--- src/rtl/flash_op_arbiter.sv ---
// Round-robin arbiter sharing one NAND page engine between NREQ flash requesters.
// Define FLASH_ARB_TIMEOUT_EN to add a RUN-state watchdog and the sticky timeout_err output.
module flash_op_arbiter #(
  parameter int unsigned NREQ   = 4,
  parameter int unsigned ROW_W  = 24
`ifdef FLASH_ARB_TIMEOUT_EN
  ,
  parameter int unsigned TO_W   = 24,
  parameter int unsigned TO_CYC = 4_000_000
`endif
) (
  input  logic                  clk,
  input  logic                  rst,
  input  logic [NREQ-1:0]       req,
  input  logic [2*NREQ-1:0]     req_op,
  input  logic [ROW_W*NREQ-1:0] req_addr_row,
  output logic [NREQ-1:0]       grant,
  output logic [NREQ-1:0]       done,
  output logic [1:0]            done_status,
  output logic                  busy,
  output logic                  en_op,
  output logic [1:0]            op_code,
  output logic [ROW_W-1:0]      op_addr_row,
  input  logic                  end_op,
  input  logic [1:0]            op_success
`ifdef FLASH_ARB_TIMEOUT_EN
  ,
  output logic                  timeout_err
`endif
);

  localparam int unsigned IDX_W = (NREQ > 1) ? $clog2(NREQ) : 1;

  typedef enum logic [1:0] {StIdle, StRun, StDone} state_e;

  state_e             state_q, state_d;
  logic [NREQ-1:0]    grant_q, grant_d;
  logic [NREQ-1:0]    done_q, done_d;
  logic [1:0]         status_q, status_d;
  logic               en_q, en_d;
  logic [1:0]         code_q, code_d;
  logic [ROW_W-1:0]   row_q, row_d;
  logic [IDX_W-1:0]   g_q, g_d;
  logic [IDX_W-1:0]   rr_q, rr_d;

  logic               pick_valid;
  logic [IDX_W-1:0]   pick_idx;
  logic [IDX_W-1:0]   slot_idx;
  logic [1:0]         pick_op;
  logic [ROW_W-1:0]   pick_row;
  logic [NREQ-1:0]    pick_onehot;

`ifdef FLASH_ARB_TIMEOUT_EN
  logic [TO_W-1:0]    to_cnt_q, to_cnt_d;
  logic               to_err_q, to_err_d;
`endif

  // Descending scan so the slot closest to rr_q (smallest offset) is the last writer.
  always_comb begin
    pick_valid = 1'b0;
    pick_idx   = '0;
    slot_idx   = '0;
    for (int i = NREQ - 1; i >= 0; i--) begin
      slot_idx = IDX_W'((32'(rr_q) + 32'(i)) % NREQ);
      if (req[slot_idx]) begin
        pick_valid = 1'b1;
        pick_idx   = slot_idx;
      end
    end
  end

  always_comb begin
    pick_op     = '0;
    pick_row    = '0;
    pick_onehot = '0;
    for (int i = 0; i < NREQ; i++) begin
      if (IDX_W'(i) == pick_idx) begin
        pick_op        = req_op[2*i +: 2];
        pick_row       = req_addr_row[ROW_W*i +: ROW_W];
        pick_onehot[i] = 1'b1;
      end
    end
  end

  always_comb begin
    state_d  = state_q;
    grant_d  = grant_q;
    done_d   = '0;
    status_d = status_q;
    en_d     = en_q;
    code_d   = code_q;
    row_d    = row_q;
    g_d      = g_q;
    rr_d     = rr_q;
`ifdef FLASH_ARB_TIMEOUT_EN
    to_cnt_d = to_cnt_q;
    to_err_d = to_err_q;
`endif
    unique case (state_q)
      StIdle: begin
        if (pick_valid) begin
          g_d     = pick_idx;
          grant_d = pick_onehot;
          code_d  = pick_op;
          row_d   = pick_row;
          if (pick_op == 2'd3) begin
            // Illegal op never reaches the engine.
            status_d = 2'd2;
            done_d   = pick_onehot;
            state_d  = StDone;
          end else begin
            en_d    = 1'b1;
            state_d = StRun;
`ifdef FLASH_ARB_TIMEOUT_EN
            to_cnt_d = '0;
`endif
          end
        end
      end
      StRun: begin
        if (end_op) begin
          en_d     = 1'b0;
          status_d = (op_success == 2'd1) ? 2'd1 : 2'd2;
          done_d   = grant_q;
          state_d  = StDone;
        end
`ifdef FLASH_ARB_TIMEOUT_EN
        else if (to_cnt_q == TO_W'(TO_CYC - 1)) begin
          en_d     = 1'b0;
          status_d = 2'd3;
          done_d   = grant_q;
          to_err_d = 1'b1;
          state_d  = StDone;
        end else begin
          to_cnt_d = to_cnt_q + 1'b1;
        end
`endif
      end
      StDone: begin
        grant_d = '0;
        rr_d    = (32'(g_q) == NREQ - 1) ? '0 : g_q + 1'b1;
        state_d = StIdle;
      end
      default: state_d = StIdle;
    endcase
  end

  always_ff @(posedge clk) begin
    if (rst) begin
      state_q  <= StIdle;
      grant_q  <= '0;
      done_q   <= '0;
      status_q <= '0;
      en_q     <= 1'b0;
      code_q   <= '0;
      row_q    <= '0;
      g_q      <= '0;
      rr_q     <= '0;
`ifdef FLASH_ARB_TIMEOUT_EN
      to_cnt_q <= '0;
      to_err_q <= 1'b0;
`endif
    end else begin
      state_q  <= state_d;
      grant_q  <= grant_d;
      done_q   <= done_d;
      status_q <= status_d;
      en_q     <= en_d;
      code_q   <= code_d;
      row_q    <= row_d;
      g_q      <= g_d;
      rr_q     <= rr_d;
`ifdef FLASH_ARB_TIMEOUT_EN
      to_cnt_q <= to_cnt_d;
      to_err_q <= to_err_d;
`endif
    end
  end

  assign grant       = grant_q;
  assign done        = done_q;
  assign done_status = status_q;
  assign busy        = (state_q != StIdle);
  assign en_op       = en_q;
  assign op_code     = code_q;
  assign op_addr_row = row_q;
`ifdef FLASH_ARB_TIMEOUT_EN
  assign timeout_err = to_err_q;
`endif

endmodule
--- config.mk ---
export PLATFORM = sky130hd
export DESIGN_NAME = flash_op_arbiter
export DESIGN_NICKNAME = d
export VERILOG_FILES = /design/src/rtl/flash_op_arbiter.sv
export SDC_FILE = /design/constraint.sdc
export NUM_CORES = 1
export LEC_CHECK = 0
export ABC_AREA = 0
export BUFFER_PORTS_ARGS = -buffer_cell sky130_fd_sc_hd__buf_2
export CORE_ASPECT_RATIO = 1.5
export CORE_MARGIN = 4
export CORE_UTILIZATION = 46
export DETAILED_ROUTE_END_ITERATION = 10
export PLACE_DENSITY = 0.89
export SYNTH_ARGS = -nofsm -noshare
export SYNTH_HDL_FRONTEND = slang
export SYNTH_SLANG_ARGS = --single-unit
--- constraint.sdc ---
create_clock -name clk -period 3.95 [get_ports clk]
set_input_delay 0.395 -clock clk [delete_from_list [all_inputs] [get_ports clk]]
set_output_delay 0.395 -clock clk [all_outputs]
set_load 0.01 [all_outputs]
; Yosys cells after proc, flatten, opt, wreduce, memory -nomap -nowiden
; Index checks and enable logic that the tools add are counted.
[word_totals]
register_bits = 43
in_bits = 113
output_inout_bits = 38
word_cells = 87
[classes]
add_sub_neg = 4
order_cmp = 4
eq_ne = 12
n_mux = 48
n_reduce_logical = 10
[ops]
columns = operator, count
row1 = 24-bit two-way mux, 4
row2 = 2-bit two-way mux, 16
row3 = 4-bit two-way mux, 4
row4 = 4-bit one-hot mux with 2 select lines, 2
row5 = 1-bit two-way mux, 15
row6 = 2-bit by 3-bit < comparator with 1-bit output (second input constant), 4
row7 = 1-bit binary-select mux with 2-bit select, 4
row8 = 2-bit != test (second input constant), 4
row9 = 2-bit one-hot mux with 2 select lines, 2
row10 = 4-bit AND reduction, 2
row11 = 2-bit == test (second input constant), 3
row12 = 2-bit AND reduction, 3
row13 = 2-bit nonzero test, 3
row14 = 2-bit by 1-bit adder with 2-bit output (second input constant), 2
row15 = 2-bit adder (second input constant), 2
row16 = 2-bit by 1-bit == test with 1-bit output (second input constant), 2
row17 = 2-bit == test (first input constant), 2
row18 = 2-bit zero test, 2
row19 = 1-bit by 2-bit == test with 1-bit output (first input constant), 1
row20 = 1-bit one-hot mux with 2 select lines, 1

; Logic depth before layout (Yosys ltp)
; Gate-level depths: netlist of run 1.
[depth]
depth_word = 16
mapped_depth = 9
depth_no_buf = 6

; Least setup slack after synthesis of run 1
; Ideal clock, no wire load.
[synth_path]
path_kind = reg2reg
startpoint = register rr_q[1]
endpoint = register row_q[18], in the netlist op_addr_row[18]
setup_ns = 0.117
arrival_ns = 1.774
required_time_ns = 3.833
path_slack_ns = 2.059
stages_incl_launch_ff = 10
n_path_buf = 3
period_less_slack_ns = 1.891
cell_sequence = dfxtp_1 -> buf_4 -> mux2i_1 -> o22ai_1 -> nor2_1 -> buf_2 -> buf_2 -> mux2i_1 -> nand2_1 -> a32o_1
[synth_between]
elab_chain_cells = 12
elab_cells_between_ends = 28
classes_between = add/sub (3) / eq/ne (3) / mux (20) / reduce/logical (2)
[synth_lines]
columns = item, line_no
row1 = "start, declared", 44  ; logic [IDX_W-1:0] rr_q, rr_d;
row2 = "start signal, assigned", 172  ; rr_q <= rr_d;
row3 = 2-bit adder, 64  ; slot_idx = IDX_W'((32'(rr_q) + 32'(i)) % NREQ);
row4 = 1-bit binary-select mux with 2-bit select, 65  ; if (req[slot_idx]) begin
row5 = 1-bit two-way mux (not written as such), 65
row6 = 2-bit two-way mux (4 in a row), 65
row7 = 2-bit zero test, 77  ; if (IDX_W'(i) == pick_idx) begin
row8 = 24-bit two-way mux (4 in a row), 77
row9 = "end signal, assigned", 170  ; row_q <= row_d;
row10 = "end, declared", 42  ; logic [ROW_W-1:0] row_q, row_d;
; Parallel ways exist; a longest one is shown, timed or not. The select of a mux whose other input is x is not followed.
; A chain may end at the register's enable or synchronous reset.

; Worst setup path in the final report of run 1
[layout_path]
startpoint = register rr_q[1]
endpoint = register done_q[2], in the netlist done[2]
[layout_between]
elab_chain_cells = 16
elab_cells_between_ends = 32
classes_between = add/sub (3) / eq/ne (4) / mux (24) / reduce/logical (1)
[layout_lines]
columns = item, line_no
row1 = 2-bit adder, 64
row2 = 1-bit binary-select mux with 2-bit select, 65
row3 = 1-bit two-way mux (not written as such), 65
row4 = 2-bit two-way mux (4 in a row), 65
row5 = 2-bit zero test, 77
row6 = 2-bit two-way mux (4 in a row), 77
row7 = 2-bit == test, 106  ; if (pick_op == 2'd3) begin
row8 = 4-bit two-way mux, 106
row9 = 4-bit two-way mux (*), 101  ; if (pick_valid) begin
row10 = 4-bit one-hot mux with 2 select lines (*), 99  ; unique case (state_q)
row11 = "end signal, assigned", 166  ; done_q <= done_d;
row12 = "end, declared", 38  ; logic [NREQ-1:0] done_q, done_d;
; Every way passes the cells marked *; elsewhere a longest branch is shown, timed or not. The select of a mux whose other input is x is not followed.

==> results.ini, run 1 <==
[placement]
dp_cells=464
numPortBuffers=150
post-dp-hpwl_um=5500
place_ws_ps=1240
gp_congestion=0.838

[critical_path]
r2r_cells=6
r2r-start=rr_q[1]
critPathKind=reg2reg
cp_data_arrival_time_ps=2710
crit_fanout=31
startpoint_type=register
endpoint_kind=register
cp.required_ps=4120
r2r_slack_ps=1410
reg2reg_to=done[2]

[hold_path]
worst_hold_path.endpoint=state_q[1]
hp-class=in2reg
whs_path_depth=3
hp-start=end_op

[floorplan]
die-area_mm2=0.00643
num_rows=31
ios=151
die_w_um=66.8
die_y_um=96.3
start_util=0.485
core_region_area_mm2=0.00493

[global_routing]
overflow=0
antenna_found_initial=0
grt_pass1_vias=2512
grt_pass1_wl_um=10800
grt_max_degree=32
track_usage=0.216

[cts]
htreeDepth=2
cts_buffers=5
cts.repair.resized=0
cts.sinks=43
root_buffer=clkbuf_8
path_clk_slew_ps=80
cts_setup_buffers=0
clk_latency_ps=290
cts_tree=built
hold_buffers=0
cts_buffer_depth=2

[timing]
setup_viol=0
max_slew_margin=0.274
period_share=0.644
finalHoldViolations=0
tightest_slew_ps=1090
fmax_mhz=393
fin_tns_setup_ps=0
slew_violations=0
postLayoutSetupSlackWorst_ps=1410
fin_crit_ps=2540
rsz0062_at_grt=no
finClkSkew_ps=6.36

[routing]
dr_total_vias=2523
drc=0
ant_nets=0
wl_um=6930
avgRoutedWirePerCell_um=14.7
routed_via_density=5.35
dr.first_iter.drc_count=112
first_pass_iters=5

[yosys]
yosysSeqAreaShare=0.360
avgSynthCellArea_um2=8.95
ys_warn_count=0
synth_cell_types=39
synth_area_leaders=dfxtp_1 36%, mux2i_1 21%, a32o_1 10%
ys_ff_latch=43
syn-cell-area_mm2=0.00239
synth_top_area_frac=0.360
syn_inst=267
syn_nets=381
yosysTopAreaCell=dfxtp_1

[power]
sequentialPowerShare=0.377
combPwrFrac=0.352
swShare=0.326
leakage_nw=1.57
p_int_mw=1.00
power_frac_clock=0.271
p_sw_uw=486
ir_worst_vdd_mv=0.224
powerDensity_mw_per_mm2=455

[final_layout]
nNetsFinal=519
drive_gt1_frac=0.419
area_growth_pct=37.1
antenna_cells=0
final_core_util=0.665
finalNonFillerCells=472

[status]
status=completed

[run]
cap_viol_max_count=0

-- layout by cell type, fill, tap and decap left out, types with 2 or more instances in the layout --
| cell | n |
|---|---|
| nor2_1 | 11 |
| dfxtp_1 | 43 |
| bufinv_16 | 2 |
| a32o_1 | 25 |
| nand3_1 | 6 |
| nor3_1 | 3 |
| clkbuf_8 | 5 |
| or2_2 | 2 |
| o21ai_0 | 2 |
| nor3b_1 | 3 |
| buf_2 | 150 |
| nand2_1 | 60 |
| buf_4 | 2 |
| o22ai_1 | 2 |
| mux2i_1 | 50 |
| o31ai_2 | 2 |
| a21oi_1 | 10 |
| nor2_2 | 2 |
| inv_1 | 4 |
-- worst max path at each step --
stage	startpoint	to	slack, ps
after floorplan	rr_q[1]	op_addr_row[18]	2060
after global placement	req[0]	done[2]	1310
after detailed placement	req[0]	done[2]	1240
after CTS	rr_q[1]	done[2]	1390
after global routing	rr_q[1]	state_q[1]	1150
final	rr_q[1]	done[2]	1410
-- synthesized netlist by cell type, drive strengths merged --
cell,count
o22a,1
nor3,3
nor2b,1
mux4,1
o32ai,1
nor3b,3
inv,4
nor2,14
a21boi,1
dfxtp,43
nand2,60
buf,12
ha,1
o31ai,2
o21a,1
mux2,1
a22o,1
a31oi,1
or4,1
o311ai,1
nand3,6
o2bb2ai,1
a32o,25
or2,3
o21ai,3
clkbuf,9
nor4,1
o22ai,3
o211ai,2
a211oi,1
mux2i,50
a21oi,10
-- worst max-delay path: stages, from the launching register on --
cell and delay, ps:
dfxtp_1 400, a21oi_1 150, o21a_1 190, o22a_1 880, o311ai_1 380, o211ai_4 280, o21ai_0 140
-- power by group through the flow --
stage          combinational, mW  sequential, mW  clock [mW]
6_report                   0.524           0.562       0.404
5_1_grt                    0.575           0.571       0.425
4_1_cts                    0.528           0.561       0.408
3_5_place_dp               0.527           0.570           0
3_3_place_gp               0.514           0.567           0
2_1_floorplan              0.305           0.602           0
-- routing by layer --
metal | global-route usage | wire (um) | up-vias | share of wire
li1 | - | - | 1252 | -
met1 | 0.214 | 2380 | 1138 | 0.34
met2 | 0.421 | 3810 | 121 | 0.55
met3 | 0.0537 | 603 | 12 | 0.087
met4 | 0.0780 | 127 | 0 | 0.018
met5 | 0 | 0 | - | 0
-- stage by stage --
| stage | instance area [um^2] | total power, mW | hold WS [ps] |
|---|---|---|---|
| final | 3270 | 1.49 | 414 |
| after global routing | 3270 | 1.57 | 436 |
| after CTS | 3270 | 1.50 | 405 |
| after detailed placement | 3140 | 1.10 | 447 |
| after global placement | 3140 | 1.08 | 441 |
| after floorplan | 2390 | 0.907 | 440 |
-- flip-flops by register name, indices dropped and copies added, names as in the netlist --
register     count
rr_q             2
op_addr_row     24
en_op            1
state_q          2
done_status      2
op_code          2
g_q              2
grant            4
done             4
-- cell type report --
class	instances	area, um^2
fillers	423	1650
repair buffers	152	766
inverters	4	15.0
multi-input cells	199	1420
flip-flops and latches	43	861
well taps	66	82.6
clock buffers	6	72.6
clock inverters	2	60.1
-- cells by family (layout without fill, tap and decap cells) --
| logic type | Yosys count | after routing | synth area share |
|---|---|---|---|
| buffers and inverters | 25 | 164 | 0.0503 |
| muxes | 52 | 52 | 0.224 |
| adders and majority gates | 1 | 1 | 0.00524 |
| AOI/OAI and AO/OA | 54 | 54 | 0.199 |
| DFF | 43 | 43 | 0.360 |
| and+or+nand+nor | 92 | 92 | 0.162 |
Note: power is estimated with default switching activity, not from simulation.
==> run 2, diff against run 1 <==
CORE_UTILIZATION = 43   (was 46)
PLACE_DENSITY = 0.84   (was 0.89)
clock period = 2.4 ns   (was 3.95 ns; I/O delays follow)
==> results.ini, run 2 (synthesis gave the netlist of run 1 again) <==
[status]
status=completed

[floorplan]
die-area_mm2=0.00684
num_rows=33
die_w_um=68.9
start_util=0.442
die_y_um=99.3
core_region_area_mm2=0.00541
ios=151

[critical_path]
startpoint_type=register
cp_slowest_cell=dfxtp_1
critPathKind=reg2reg
cp_top_family=flip-flops
cp_data_arrival_time_ps=2350
critPathBufInv=1
cpMostUsedCell=mux2i_1
path_cells=mux2i_1 > o22ai_1 > nor2_4 > buf_4 > mux2i_1 > nand2_1 > a32o_1
endpoint_kind=register
slowest_delay_ps=500
cp.required_ps=2580
crit_fanout=28

[final_layout]
nFillCells=488
area_growth_pct=37.5
nNetsFinal=524
largest_reg_flops=24
multi_input_area_mm2=0.00142
antenna_cells=0
postLayoutCellArea_mm2=0.00328
final_common_cell=buf_2
regArea_um2=861
drive_gt1_frac=0.426
final_cell_mix=150 x buf_2, 60 x nand2_1, 50 x mux2i_1

[power]
leakage_nw=1.58
total_power_mw=2.30
powerDensity_mw_per_mm2=702
ir_worst_vdd_mv=0.364

[timing]
finalHoldViolations=0
fmax_mhz=461
finClkSkew_ps=3.20
period_share=0.903
hold_slack_ps=280
setup_viol=0
fin_crit_ps=2170
postLayoutSetupSlackWorst_ps=232
tightest_slew_ps=1040
max_slew_margin=0.304
fin_tns_setup_ps=0
slew_violations=0
rsz0062_at_grt=no

[cts]
root_buffer=clkbuf_8
hold_buffers=0
cts.sinks=43
clk_latency_ps=290
cts_buffers=5
cts.repair.resized=0
cts_buffer_depth=2
htreeDepth=2
cts_tree=built
path_clk_slew_ps=80
cts_setup_buffers=0

[placement]
place_ws_ps=242
post-dp-hpwl_um=5700
numPortBuffers=150
gp_congestion=0.873
dpl_cell_area_mm2=0.00318

[routing]
ant_nets=0
routed_via_density=5.33
dr_total_vias=2562
dr.first_iter.drc_count=91
avgRoutedWirePerCell_um=14.7
wl_um=7080
first_pass_iters=4
drc=0

[global_routing]
grt_pass1_vias=2537
track_usage=0.206
grt_pass1_wl_um=10900
antenna_found_initial=0
grt_max_degree=29
overflow=0

[run]
cap_viol_max_count=0

[hold_path]
hp-class=in2reg

run 2: changes by cell type in the layout (fill, tap and decap cells not counted), sizes merged:
cell and delta:
buf +5, bufinv -2, clkbuf +2
run 2: worst register-to-register path, stage by stage (launching register included):
cell	delay, ps
dfxtp_1	500
mux2i_1	230
o22ai_1	160
nor2_4	160
buf_4	400
mux2i_1	280
nand2_1	70
a32o_1	270
run 2: final timing paths:
path | start | to | slack, ps | cells past startpoint
min | end_op | state_q[1] | 280 | 3
min reg2reg | op_addr_row[10] | op_addr_row[10] | 470 | 1
max | rr_q[1] | op_addr_row[16] | 230 | 7
max reg2reg | rr_q[1] | op_addr_row[16] | 230 | 7
run 2: layer usage:
metal  global-route usage  up-vias  wire, um
met2                0.368      116      3730
li1                     -     1262         -
met5                    0        -         0
met4               0.0901        0       185
met1                0.218     1164      2480
met3               0.0565       20       684
run 2: stage by stage:
step,cells,util
detailed placement,473,0.589
floorplan,267,-
finish,481,0.607
global placement,473,0.589
CTS,481,0.607
global route,481,0.607
run 2: layout make-up:
cell class | count | area share
multi-input cells | 199 | 0.432
flip-flops and latches | 43 | 0.262
repair buffers | 157 | 0.245
clock buffers | 8 | 0.0305
well taps | 70 | 0.0267
inverters | 4 | 0.00457
run 2: where the power goes:
part | internal, mW | switching, mW | total [mW]
logic | 0.403 | 0.483 | 0.886
registers | 0.850 | 0.0736 | 0.924
clock network | 0.263 | 0.232 | 0.495
